--- config.mk ---
export PLATFORM = sky130hd
export DESIGN_NAME = cpu6_pipereg_stage
export DESIGN_NICKNAME = d
export VERILOG_FILES = /design/src/rtl/cpu6_pipereg_pkg.sv /design/src/rtl/cpu6_pipereg_slot.sv /design/src/rtl/cpu6_pipereg_stage.sv
export SDC_FILE = /design/constraint.sdc
export NUM_CORES = 1
export LEC_CHECK = 0
export CAP_MARGIN = 20
export CORE_ASPECT_RATIO = 0.75
export CORE_MARGIN = 2
export CORE_UTILIZATION = 35
export CTS_BUF_LIST = sky130_fd_sc_hd__clkbuf_4 sky130_fd_sc_hd__clkbuf_8
export DETAILED_ROUTE_END_ITERATION = 16
export GPL_ROUTABILITY_DRIVEN = 1
export PLACE_DENSITY = 0.61
export SLEW_MARGIN = 0
export SYNTH_ARGS = -nofsm -noshare
export SYNTH_HDL_FRONTEND = slang
export SYNTH_SLANG_ARGS = --single-unit
--- constraint.sdc ---
create_clock -name clk -period 1.84 [get_ports clk]
set_input_delay 0.184 -clock clk [delete_from_list [all_inputs] [get_ports clk]]
set_output_delay 0.184 -clock clk [all_outputs]
set_load 0.02 [all_outputs]
--- src/rtl/cpu6_pipereg_pkg.sv ---
// Shared definitions for the cpu6 pipeline stage register.
// Holds the default payload width, the ID/EX payload field layout, the
// occupancy encoding used by the stage control and small helpers.
package cpu6_pipereg_pkg;

  localparam int PIPEREG_WIDTH = 96;
  localparam int PIPEREG_CNT_W = 16;

  // ID/EX payload packing: {ctrl, pc, instr}
  localparam int IDEX_INSTR_LSB = 0;
  localparam int IDEX_PC_LSB    = 32;
  localparam int IDEX_CTRL_LSB  = 64;

  // Occupancy of the two slots; S is only ever valid when M is valid.
  typedef enum logic [1:0] {
    OCC_EMPTY = 2'd0,
    OCC_ONE   = 2'd1,
    OCC_FULL  = 2'd2
  } occ_e;

  function automatic occ_e occ_of(input logic vm, input logic vs);
    if (vs)      return OCC_FULL;
    else if (vm) return OCC_ONE;
    else         return OCC_EMPTY;
  endfunction

  // Number of live entries, used for flush accounting.
  function automatic logic [1:0] occ_count(input logic vm, input logic vs);
    return {1'b0, vm} + {1'b0, vs};
  endfunction

endpackage

--- src/rtl/cpu6_pipereg_slot.sv ---
// One valid + WIDTH data register of the pipeline stage.
// Ports:
//   clk, reset   clock, synchronous active-high reset (clears valid and data)
//   kill         drop the entry; also zeroes data when CLR_ON_FLUSH != 0
//   load         capture d and mark valid
//   drop         mark invalid, data held
//   d            data to load
//   valid, data  registered slot contents
// Priority: reset > kill > load > drop.
module cpu6_pipereg_slot #(
  parameter int WIDTH        = 96,
  parameter bit CLR_ON_FLUSH = 1'b1
) (
  input  logic             clk,
  input  logic             reset,
  input  logic             kill,
  input  logic             load,
  input  logic             drop,
  input  logic [WIDTH-1:0] d,
  output logic             valid,
  output logic [WIDTH-1:0] data
);

  always_ff @(posedge clk) begin
    if (reset) begin
      valid <= 1'b0;
      data  <= '0;
    end else if (kill) begin
      valid <= 1'b0;
      if (CLR_ON_FLUSH) data <= '0;
    end else if (load) begin
      valid <= 1'b1;
      data  <= d;
    end else if (drop) begin
      valid <= 1'b0;
    end
  end

endmodule

--- src/rtl/cpu6_pipereg_stage.sv ---
// Generic valid/ready pipeline stage register with stall, flush and a
// 2-entry skid (main slot M drives the outputs, skid slot S catches one
// extra entry) so in_ready depends on state only, never on out_ready.
// Ports:
//   clk, reset           clock, synchronous active-high reset
//   flush                kill held and incoming entries this cycle (beats stall)
//   stall                freeze: no accept, no emit, contents held
//   in_valid/in_ready/in_data     upstream handshake and payload
//   out_valid/out_ready/out_data  downstream handshake and payload
//   stall_cnt, flush_cnt saturating perf counters
// Optional feature macro: CPU6_PIPEREG_PERF_EN enables the perf counters;
// when undefined both counter outputs are tied to zero.
module cpu6_pipereg_stage
  import cpu6_pipereg_pkg::*;
#(
  parameter int WIDTH        = PIPEREG_WIDTH,
  parameter bit CLR_ON_FLUSH = 1'b1,
  parameter int CNT_W        = PIPEREG_CNT_W
) (
  input  logic             clk,
  input  logic             reset,
  input  logic             flush,
  input  logic             stall,
  input  logic             in_valid,
  output logic             in_ready,
  input  logic [WIDTH-1:0] in_data,
  output logic             out_valid,
  input  logic             out_ready,
  output logic [WIDTH-1:0] out_data,
  output logic [CNT_W-1:0] stall_cnt,
  output logic [CNT_W-1:0] flush_cnt
);

  logic             vm, vs;
  logic [WIDTH-1:0] dm, ds;
  logic             acc, emit;
  logic             m_load, m_drop, m_from_s, s_load, s_drop;
  logic [WIDTH-1:0] m_d;

  assign in_ready  = ~reset & ~vs & ~stall;
  assign out_valid = vm & ~stall & ~flush & ~reset;
  assign out_data  = dm;
  assign acc       = in_valid & in_ready & ~flush;
  assign emit      = out_valid & out_ready;

  // Stall and flush already force acc=emit=0; flush itself goes to the
  // slots as kill, which overrides any load decided here.
  always_comb begin
    m_load   = 1'b0;
    m_drop   = 1'b0;
    m_from_s = 1'b0;
    s_load   = 1'b0;
    s_drop   = 1'b0;
    case (occ_of(vm, vs))
      OCC_EMPTY: m_load = acc;
      OCC_ONE: begin
        if (emit) begin
          m_load = acc;
          m_drop = ~acc;
        end else begin
          s_load = acc;
        end
      end
      OCC_FULL: begin
        // in_ready is low here, so only the skid entry can advance
        if (emit) begin
          m_load   = 1'b1;
          m_from_s = 1'b1;
          s_drop   = 1'b1;
        end
      end
      default: ;
    endcase
  end

  assign m_d = m_from_s ? ds : in_data;

  cpu6_pipereg_slot #(.WIDTH(WIDTH), .CLR_ON_FLUSH(CLR_ON_FLUSH)) u_slot_m (
    .clk(clk), .reset(reset), .kill(flush), .load(m_load), .drop(m_drop),
    .d(m_d), .valid(vm), .data(dm)
  );

  cpu6_pipereg_slot #(.WIDTH(WIDTH), .CLR_ON_FLUSH(CLR_ON_FLUSH)) u_slot_s (
    .clk(clk), .reset(reset), .kill(flush), .load(s_load), .drop(s_drop),
    .d(in_data), .valid(vs), .data(ds)
  );

`ifdef CPU6_PIPEREG_PERF_EN
  logic [CNT_W-1:0] stall_q, flush_q;
  logic [CNT_W:0]   flush_sum;

  // One extra bit catches overflow so the counter clamps at all-ones.
  assign flush_sum = (CNT_W+1)'(flush_q) + (CNT_W+1)'(occ_count(vm, vs));

  always_ff @(posedge clk) begin
    if (reset) begin
      stall_q <= '0;
      flush_q <= '0;
    end else begin
      if (stall && (stall_q != '1)) stall_q <= stall_q + CNT_W'(1);
      if (flush) flush_q <= flush_sum[CNT_W] ? '1 : flush_sum[CNT_W-1:0];
    end
  end

  assign stall_cnt = stall_q;
  assign flush_cnt = flush_q;
`else
  assign stall_cnt = '0;
  assign flush_cnt = '0;
`endif

endmodule

==> summary.md, run 1 <==
| Metric | Value |
|---|---|
| Crit path buf inv count | 3 |
| Clock share of power | 38.2% |
| Hold path cells | 3 |
| Antenna Nets Post-Route | 0 |
| Clock skew | ~0.016 ns |
| Crit path arrival time | between 1.5 and 2 ns |
| H-tree Lvls | 4 |
| Post-synth EDFFs | 0 |
| GRT Util Overall | between 20 and 25% |
| Met1 Routed Length | about 15,000 µm |
| CTS Hold Buffers Added | 0 |
| Crit path max-delay cell type | or4b_4 |
| Top FF cell, synth | dfxtp_1 |
| Multi-input gate area | 4390 µm² |
| Chip height | 143 µm |
| Register area | 3880 µm² |
| Crit-path cells | or4b_4 > clkinv_8 > buf_12 > buf_8 |
| Initial antenna violation count | 0 |
| Max Used Layer | met4 |
| CP max FO | 7 |
| Comb pwr share | between 10% and 20% |
| Core area | 25,100 µm² |
| Post-route insts no fill | about 1,600 |
| Root buffer cell | clkbuf_8 |
| Hold Path Class | input pin to flip-flop |
| Yosys warns | 0 |
| CP Data Required Time | roughly 1.7 ns |
| Crit path launch type | flip-flop |
| Total CTS buffers | 17 |
| Async S/R FF share, synth | 0% |
| Final setup vio count | 0 |
| Pin count of the biggest net entering global routing | 51 |
| Clock Tree Buf Depth | 2 |
| Vias in the first global route | a little under 9,000 |
| Fmax | 549 MHz |
| NetSw | roughly 2.2 mW |
| First-pass GRT wire length | ~52,000 µm |
| Worst vdd ir | about 0.47 mV |
| Max Cap Violations | 0 |
| Critical path class | flip-flop to output pin |
| Share of cells above drive strength 1 | 10.5% |
| TritonCTS clock tree | yes |
| Synth Instances | between 1,000 and 1,500 |
| Placement Rows | 50 |
| Sw frac | a little over a quarter |
| R2R cell count | 6 |
| Delay-heaviest family, CP | simple AND/OR/NAND/NOR gates |
| CP endpoint kind | output pin |
| Final WL | between 30,000 and 40,000 µm |
| Synth Register Bits | 194 |
| Final Hold Viols | 0 |
| Shortest period the worst path allows | 1.82 ns |
| Total congestion overflow | 0 |
| Layout Nets | 1,320 |
| Pins Over Slew Limit | 0 |
| Synth cell types | 29 |
| 1st-iter DRT viols | 939 |
| Drt first pass iters | 5 |
| Clock-pin transition on the worst setup and hold timing paths | 0.12 ns |
| DR vias | 9,534 |
| Sequential share of power | between 50% and 60% |
| Io pins | around 230 |
| Area delta synth->final | 36.4% |
| Worst path depth | 4 |
| P_leak | roughly 3.6 nW |
| Sink Count | ~190 |
| Design area | between 10,000 and 15,000 µm² |
| Residual DRC | 0 |
| DR vias/cell | about 6.1 |
| Routed wl met2 | around 15,000 µm |
| Dpl hpwl | slightly below 20,000 µm |
| Pwr dens | ~690 nW/µm² |
| FILL cells | 2,387 |
| Dpl cell area | about 12,000 µm² |
| Crit path largest cell delay | around 0.5 ns |
| Hold WS | 0.277 ns |
| WL/cell | about 21 µm |
| Clock insertion delay at the later pin of the skew report | 0.49 ns |
| RSZ-0062 raised after global routing | yes |
| Inst Count DP | ~1,500 |
| Die Span X | roughly 190 µm |
| Cell Int Power | between 6 and 7 mW |
| DR WL met3 | about 2500 µm |
| Setup TNS | 0 ns |
| Sequential-to-total area share from yosys stat | between 40% and 50% |
| Outcome | finished, final reports clean |
| GP Congestion | 0.763 |
| Initial Util | a little over a third |
| PortBufs | around 200 |
| DIE AREA | around 27,000 µm² |
| Post-Syn Area | approximately 9000 µm² |
| Final worst path period share | 99.0% |
| Syn_area_per_cell | around 8.4 µm² |
==> cell usage after synthesis (2+ instances only) <==
master / count / area (µm²)
clkbuf_1: 141 / 529
a21oi_1: 97 / 485
nand3_1: 192 / 961
nand2b_1: 2 / 12.5
or2_2: 2 / 12.5
a311oi_1: 96 / 841
buf_6: 6 / 67.6
buf_2: 14 / 70.1
o21ai_0: 193 / 966
a41oi_1: 96 / 841
dfxtp_1: 194 / 3880
buf_4: 32 / 240
==> layer usage <==
layer / up-vias / global-route usage [%]
li1: 4403 / -
met1: 4695 / 35.1
met2: 410 / 36.4
met3: 26 / 4.99
met4: 0 / 6.45
met5: - / 0
==> final timing paths <==
check	startpoint	to	slack, ns
min	in_data[67]	u_slot_s.data[67]	0.28
max reg2reg	u_slot_m.valid	u_slot_m.data[52]	0.07
min reg2reg	u_slot_s.data[38]	u_slot_m.data[38]	0.48
max	u_slot_m.valid	out_valid	0.02
==> final cells by class <==
cell class              count  area share (%)
flip-flops and latches    194            31.5
inverters                   2           0.162
diodes                      1          0.0203
clock buffers              19            2.12
well taps                 338            3.43
repair buffers            280            25.6
clock inverters            13            1.60
multi-input cells         723            35.6
==> kinds of logic after synthesis <==
| family | share of synthesized area, % |
|---|---|
| buf+inv | 10.3 |
| compound gates | 34.8 |
| simple gates | 11.9 |
| other cells | 0.0415 |
| flops | 42.9 |
==> metrics by stage <==
stage | util, % | setup WS [ns] | power (mW)
after floorplan | - | -0.00491 | 4.82
after global placement | 46.8 | -0.201 | 5.32
after detailed placement | 46.8 | -0.222 | 5.32
after CTS | 48.8 | -0.0975 | 8.52
after global routing | 49.0 | -0.0262 | 8.78
final | 49.0 | 0.0183 | 8.48
==> cell usage in the layout, fill, tap and decap left out, types with 2 or more instances in the layout <==
| cell type | n |
|---|---|
| conb_1 | 32 |
| a21oi_1 | 97 |
| bufinv_16 | 4 |
| nand3_1 | 192 |
| or4b_4 | 2 |
| clkinvlp_4 | 3 |
| clkbuf_8 | 19 |
| a311oi_1 | 96 |
| o21ai_0 | 193 |
| inv_6 | 3 |
| nand2b_4 | 2 |
| clkinv_4 | 2 |
| dfxtp_1 | 193 |
| buf_12 | 42 |
| or2_4 | 2 |
| clkdlybuf4s50_1 | 197 |
| a41oi_1 | 96 |
| buf_4 | 38 |
==> worst min-delay path: cells and delay by family <==
| kind | cells | cell delay (ns) |
|---|---|---|
| buffers and inverters | 1 | 0.42 |
| AOI/OAI and AO/OA | 1 | 0.05 |
| and+or+nand+nor | 1 | 0.07 |
==> power groups by stage <==
stage,Sequential (mW),Clock [mW],Combinational (mW)
finish,4.25,3.24,0.990
global route,4.25,3.46,1.06
floorplan,4.38,0,0.440
global placement,4.35,0,0.978
detailed placement,4.34,0,0.979
CTS,4.25,3.29,0.983
==> timing repair <==
action	in CTS	in global routing
hold endpoints to repair	0	0
cloned	1	0
resized for setup	5	1
pin swaps	0	1
buffers inserted	1	7
setup endpoints to repair	2	1
==> state kept, by name, summed over array words and instances (netlist names) <==
signal and flops:
u_slot_m.data 96, u_slot_s.valid 1, u_slot_m.valid 1, u_slot_s.data 96
Power figures use the tool's default switching activity.
==> inputs of run 2 (changes only) <==
- ABC_CLOCK_PERIOD_IN_PS: unset -> 1840
- CORE_UTILIZATION: 35 -> 46
- PLACE_DENSITY: 0.61 -> 0.77
==> run 2 against run 1 <==
  * Die area fell by 23%
  * Register-to-register slack got worse by 0.03 ns
  * Critical path type is now flip-flop to flip-flop
  * Core utilization rose by 13 points
==> summary.md, run 2 (same netlist as run 1, synthesis figures left out) <==
| Metric | Value |
|---|---|
| Outcome | finished, final reports clean (unchanged) |
| Crit path max-delay cell type | or4b_4 (unchanged) |
| Chip height | 125 µm (was 143 µm) |
| Final WL | 29,700 µm (was 33,300 µm) |
| NetSw | 2.11 mW (was 2.23 mW) |
| Crit path launch type | flip-flop (unchanged) |
| Total CTS buffers | 17 (unchanged) |
| DR vias | 9,588 (was 9,534) |
| Placement Rows | 44 (was 50) |
| Pin count of the biggest net entering global routing | 98 (was 51) |
| Comb pwr share | 11.7% (about the same) |
| Clock Tree Buf Depth | 2 (unchanged) |
| Pwr dens | 682 nW/µm² (was 687 nW/µm²) |
| GP Congestion | 0.856 (was 0.763) |
| Area delta synth->final | 32.0% (was 36.4%) |
| Fmax | 557 MHz (was 549 MHz) |
| Crit path arrival time | 2.15 ns (was 1.64 ns) |
| WL/cell | 20.3 µm (was 21.2 µm) |
| Crit path largest cell delay | 0.48 ns (was 0.51 ns) |
| Most common cell after layout, fill and taps aside | clkdlybuf4s50_1 (unchanged) |
| Core area | 19,300 µm² (was 25,100 µm²) |
| Clock-pin transition on the worst setup and hold timing paths | 0.11 ns (was 0.12 ns) |
| Final Hold Viols | 0 (unchanged) |
| Dpl hpwl | 17,200 µm (was 19,800 µm) |
| Clock insertion delay at the later pin of the skew report | 0.48 ns (was 0.49 ns) |
| Crit-path cells | buf_4 > or4b_4 > buf_12 > o21ai_0 > a21oi_1 (was or4b_4 > clkinv_8 > buf_12 > buf_8) |
| Antenna Nets Post-Route | 0 (unchanged) |
| Leading registers by flop count | u_slot_m.data: 96 flops, u_slot_s.data: 96 flops (unchanged) |
| Share of cells above drive strength 1 | 9.44% (was 10.5%) |
| CP endpoint kind | flip-flop (was output pin) |
| First-pass GRT wire length | 46,900 µm (was 52,300 µm) |
| DIE AREA | 20,800 µm² (was 27,200 µm²) |
| Most frequent cells in the layout | clkdlybuf4s50_1, o21ai_0, dfxtp_1 (unchanged) |
| Delay-heaviest family, CP | simple AND/OR/NAND/NOR gates (unchanged) |
| Sw frac | 25.9% (was 26.3%) |
| H-tree Lvls | 4 (unchanged) |
| RSZ-0062 raised after global routing | no (was yes) |
| Inst Count DP | 1,429 (was 1,528) |
| Post-route insts no fill | 1,461 (was 1,570) |
| Worst vdd ir | 0.348 mV (was 0.466 mV) |
| Pins Over Slew Limit | 0 (unchanged) |
| Layout Nets | 1,297 (was 1,320) |
| Initial Util | 46.8% (was 36.0%) |
| Max Cap Violations | 0 (unchanged) |
| Io pins | 232 (unchanged) |
| Final setup vio count | 0 (unchanged) |
| Crit path buf inv count | 2 (was 3) |
| CP Data Required Time | 2.19 ns (was 1.66 ns) |
| Root buffer cell | clkbuf_8 (unchanged) |
| CP max FO | 97 (was 7) |
| TritonCTS clock tree | yes (unchanged) |
| GRT Util Overall | 27.3% (was 24.2%) |
| Residual DRC | 0 (unchanged) |
| PortBufs | 199 (unchanged) |
| Sink Count | 194 (unchanged) |
| Drt first pass iters | 5 (unchanged) |
| Total power | 8.13 mW (was 8.48 mW) |
| P_leak | 3.44 nW (was 3.60 nW) |
| Die Span X | 166 µm (was 190 µm) |
| Clock share of power | 36.0% (was 38.2%) |
| Critical path class | flip-flop to flip-flop (was flip-flop to output pin) |
| Ant diodes | 0 (was 1) |
| Cell Int Power | 6.03 mW (was 6.25 mW) |
| Initial antenna violation count | 0 (unchanged) |
| DR vias/cell | 6.56 (was 6.07) |
| Clock skew | 0.0192 ns (was 0.0161 ns) |
| Sequential share of power | 52.2% (was 50.1%) |
| Final worst path period share | 97.6% (was 99.0%) |
| Hold Path Class | input pin to flip-flop (unchanged) |
| 1st-iter DRT viols | 1,157 (was 939) |
| CTS Hold Buffers Added | 0 (unchanged) |
| Vias in the first global route | 8,668 (was 8,882) |
| Total congestion overflow | 0 (unchanged) |
| Shortest period the worst path allows | 1.80 ns (was 1.82 ns) |
run 2: worst paths after layout:
kind / start / endpoint / slack (ns) / cells past startpoint
worst min-delay path: in_data[9] / u_slot_s.data[9] / 0.28 / 3
worst min register to register: u_slot_s.data[13] / u_slot_m.data[13] / 0.47 / 2
worst max-delay path: u_slot_m.valid / u_slot_s.data[4] / 0.04 / 5
worst max register to register: u_slot_m.valid / u_slot_s.data[4] / 0.04 / 5
run 2: repair_timing:
item,4_1_cts,5_1_grt
gates resized for setup,6,11
pin swaps,0,1
buffers inserted,0,0
endpoints found under the setup margin,3,20
cloned,0,0
run 2: layout make-up:
type | instances | area [µm²]
fillers | 1639 | 7390
multi-input cells | 723 | 4440
flip-flops and latches | 194 | 3880
repair buffers | 257 | 2870
well taps | 253 | 317
clock buffers | 19 | 249
clock inverters | 13 | 160
inverters | 2 | 12.5
run 2: power groups by stage:
stage	Clock [mW]	Sequential, mW	Combinational [mW]
final	2.93	4.25	0.955
after global routing	3.13	4.25	1.01
after CTS	2.97	4.25	0.937
after detailed placement	0	4.34	0.934
after global placement	0	4.34	0.931
after floorplan	0	4.38	0.440
run 2: per-layer routing:
metal	part of all wire (%)	vias to the layer above	wire, µm	track usage (%)
met2	46	618	13700	40.9
met5	0	-	0	0
met4	2.1	0	621	9.10
met3	10	47	3100	7.03
li1	-	4351	-	-
met1	41	4572	12300	38.5
run 2: stage by stage:
step / hold WS [ns] / instance area [µm²] / utilization [%] / setup TNS, ns / worst slack [ns]
3_5_place_dp: 0.467 / 11500 / 59.4 / -39.49 / -0.300
3_3_place_gp: 0.459 / 11500 / 59.4 / -37.94 / -0.297
4_1_cts: 0.254 / 11900 / 61.5 / -0.00159 / -0.000898
5_1_grt: 0.261 / 11900 / 61.8 / 0 / 0.00290
6_report: 0.283 / 11900 / 61.8 / 0 / 0.0441
2_1_floorplan: 0.332 / 9160 / - / -0.147 / -0.00491
run 2: worst min-delay path: cells and delay by family:
family          cells  cell delay (ns)
compound gates      1             0.05
simple gates        1             0.07
buf+inv             1             0.42
==> inputs of run 3 (changes only) <==
- CORE_ASPECT_RATIO: 0.75 -> 0.8
- CTS_CLUSTER_SIZE: unset -> 12
- TNS_END_PERCENT: unset -> 100
==> run 3 against run 2 <==
  * Worst hold slack got worse by 0.0042 ns
  * Core utilization up 0.58 points
  * Count of clock-buffer cells in the layout rose by 3
  * Via count increased by 0.25%
  * Flip-flop and latch count is the same
  * Cell area stayed put
  * Total power down 0.32%
  * Final cell count rose by 0.62%
  * First-iteration DRC count fell by 1.6%
  * Non-clock buffer count increased by 3
  * Critical path type is now flip-flop to output pin
==> summary.md, run 3 (same netlist as run 1, synthesis figures left out) <==
| Metric | Value |
|---|---|
| Total CTS buffers | 17 (unchanged) |
| Layout Nets | 1,300 (was 1,297) |
| CP Data Required Time | 1.66 ns (was 2.19 ns) |
| Worst vdd ir | 0.403 mV (was 0.348 mV) |
| Hold path cells | 3 (unchanged) |
| Clock-pin transition on the worst setup and hold timing paths | 0.11 ns (about the same) |
| Min-delay src | in_data[93] (was in_data[9]) |
| Pwr dens | 679 nW/µm² (was 682 nW/µm²) |
| DR vias/cell | 6.54 (was 6.56) |
| CP max FO | 2 (was 97) |
| Critical path class | flip-flop to output pin (was flip-flop to flip-flop) |
| Most common cell after layout, fill and taps aside | clkdlybuf4s50_1 (unchanged) |
| Clock skew | 0.0143 ns (was 0.0192 ns) |
| Core area | 19,100 µm² (was 19,300 µm²) |
| Worst r2r src | u_slot_m.valid (unchanged) |
| Clock Tree Buf Depth | 2 (unchanged) |
| Area delta synth->final | 32.0% (unchanged) |
| Vias in the first global route | 8,609 (was 8,668) |
| DIE AREA | 20,800 µm² (about the same) |
| First-pass GRT wire length | 47,400 µm (was 46,900 µm) |
| Crit path arrival time | 1.61 ns (was 2.15 ns) |
| Pins Over Slew Limit | 0 (unchanged) |
| Final setup vio count | 0 (unchanged) |
| P_leak | 3.45 nW (was 3.44 nW) |
| Critical R2R Capture | u_slot_m.data[66] (was u_slot_s.data[4]) |
| Crit path launch type | flip-flop (unchanged) |
| Share of cells above drive strength 1 | 9.08% (was 9.44%) |
| Fmax | 557 MHz (about the same) |
| Clock insertion delay at the later pin of the skew report | 0.46 ns (was 0.48 ns) |
| Post-route insts no fill | 1,470 (was 1,461) |
| GRT Util Overall | 28.1% (was 27.3%) |
| Drt first pass iters | 5 (unchanged) |
| TritonCTS clock tree | yes (unchanged) |
| Die Span X | 161 µm (was 166 µm) |
| Sink Count | 194 (unchanged) |
| Max Cap Violations | 0 (unchanged) |
| Pin count of the biggest net entering global routing | 69 (was 98) |
| PortBufs | 199 (unchanged) |
| Chip height | 129 µm (was 125 µm) |
| Shortest period the worst path allows | 1.80 ns (about the same) |
| DR vias | 9,612 (was 9,588) |
| Total congestion overflow | 0 (unchanged) |
| Residual DRC | 0 (unchanged) |
| R2R Setup Slk | 0.07 ns (was 0.04 ns) |
| Initial Util | 47.2% (was 46.8%) |
| Antenna Nets Post-Route | 0 (unchanged) |
| Final worst path period share | 97.6% (about the same) |
| Io pins | 232 (unchanged) |
| Leading registers by flop count | u_slot_m.data: 96 flops, u_slot_s.data: 96 flops (unchanged) |
| Dpl hpwl | 17,700 µm (was 17,200 µm) |
| Most frequent cells in the layout | clkdlybuf4s50_1, o21ai_0, dfxtp_1 (unchanged) |
| GP Congestion | 0.841 (was 0.856) |
| WL/cell | 20.6 µm (was 20.3 µm) |
| Hold Path Class | input pin to flip-flop (unchanged) |
| Outcome | finished, final reports clean (unchanged) |
| CP endpoint kind | output pin (was flip-flop) |
| H-tree Lvls | 4 (unchanged) |
| R2R cell count | 6 (was 5) |
| Root buffer cell | clkbuf_8 (unchanged) |
| Final WL | 30,200 µm (was 29,700 µm) |
| Final Hold Viols | 0 (unchanged) |
| Initial antenna violation count | 1 (was 0) |
| Total power | 8.11 mW (was 8.13 mW) |
| Worst hold endpoint | u_slot_s.data[93] (was u_slot_s.data[9]) |
| 1st-iter DRT viols | 1,139 (was 1,157) |
| Finished Core Util | 62.3% (was 61.8%) |
| Inst Count DP | 1,433 (was 1,429) |
| Placement Rows | 45 (was 44) |
[run 3: repair_timing]
| action | CTS | global route |
|---|---|---|
| setup buffers | 3 | 0 |
| hold buffers | 0 | 0 |
| resized for setup | 3 | 3 |
| setup endpoints to repair | 2 | 8 |
| cloned | 0 | 1 |
[run 3: stage by stage]
step                      cell area [µm²]   TNS, ns  hold WS, ns  worst slack, ns
after floorplan                      9160    -0.147        0.332         -0.00491
after global placement              11500    -26.97        0.460           -0.180
after detailed placement            11500    -31.75        0.466           -0.218
after CTS                           11900         0        0.256           0.0208
after global routing                11900  -0.00279        0.257         -0.00279
final                               11900         0        0.279           0.0433
[run 3: report_power, final]
part	internal (mW)	leakage, nW	total [mW]	switching [mW]
logic	0.412	1.68	0.942	0.529
clock network	1.36	0.207	2.92	1.56
registers	4.23	1.56	4.25	0.0204
[run 3: worst max-delay path by stage]
stage | start | endpoint
2_1_floorplan | u_slot_s.valid | u_slot_m.data[27]
3_3_place_gp | reset | u_slot_m.data[33]
3_5_place_dp | reset | u_slot_m.data[11]
4_1_cts | u_slot_m.valid | out_valid
5_1_grt | u_slot_m.valid | out_valid
6_report | u_slot_m.valid | out_valid
[run 3: cell type report]
cell class / count / area, µm²
antenna: 1 / 2.50
clock buffer: 22 / 290
clock inverter: 10 / 124
fill: 1624 / 7210
inverter: 2 / 15.0
multi-input combinational: 723 / 4400
sequential: 194 / 3880
tap: 258 / 323
timing repair buffer: 260 / 2900
[run 3: critical path: stages (launching register included)]
cell and delay (ns):
dfxtp_1 0.34, or4b_4 0.51, inv_8 0.09, buf_12 0.10
buf_6 0.11
[run 3: routing by layer]
layer	wire, µm	part of all wire [%]	track usage [%]
met5	0	0	0
met4	499	1.7	8.51
met3	3140	10	5.51
met2	14100	47	43.6
met1	12500	41	39.7
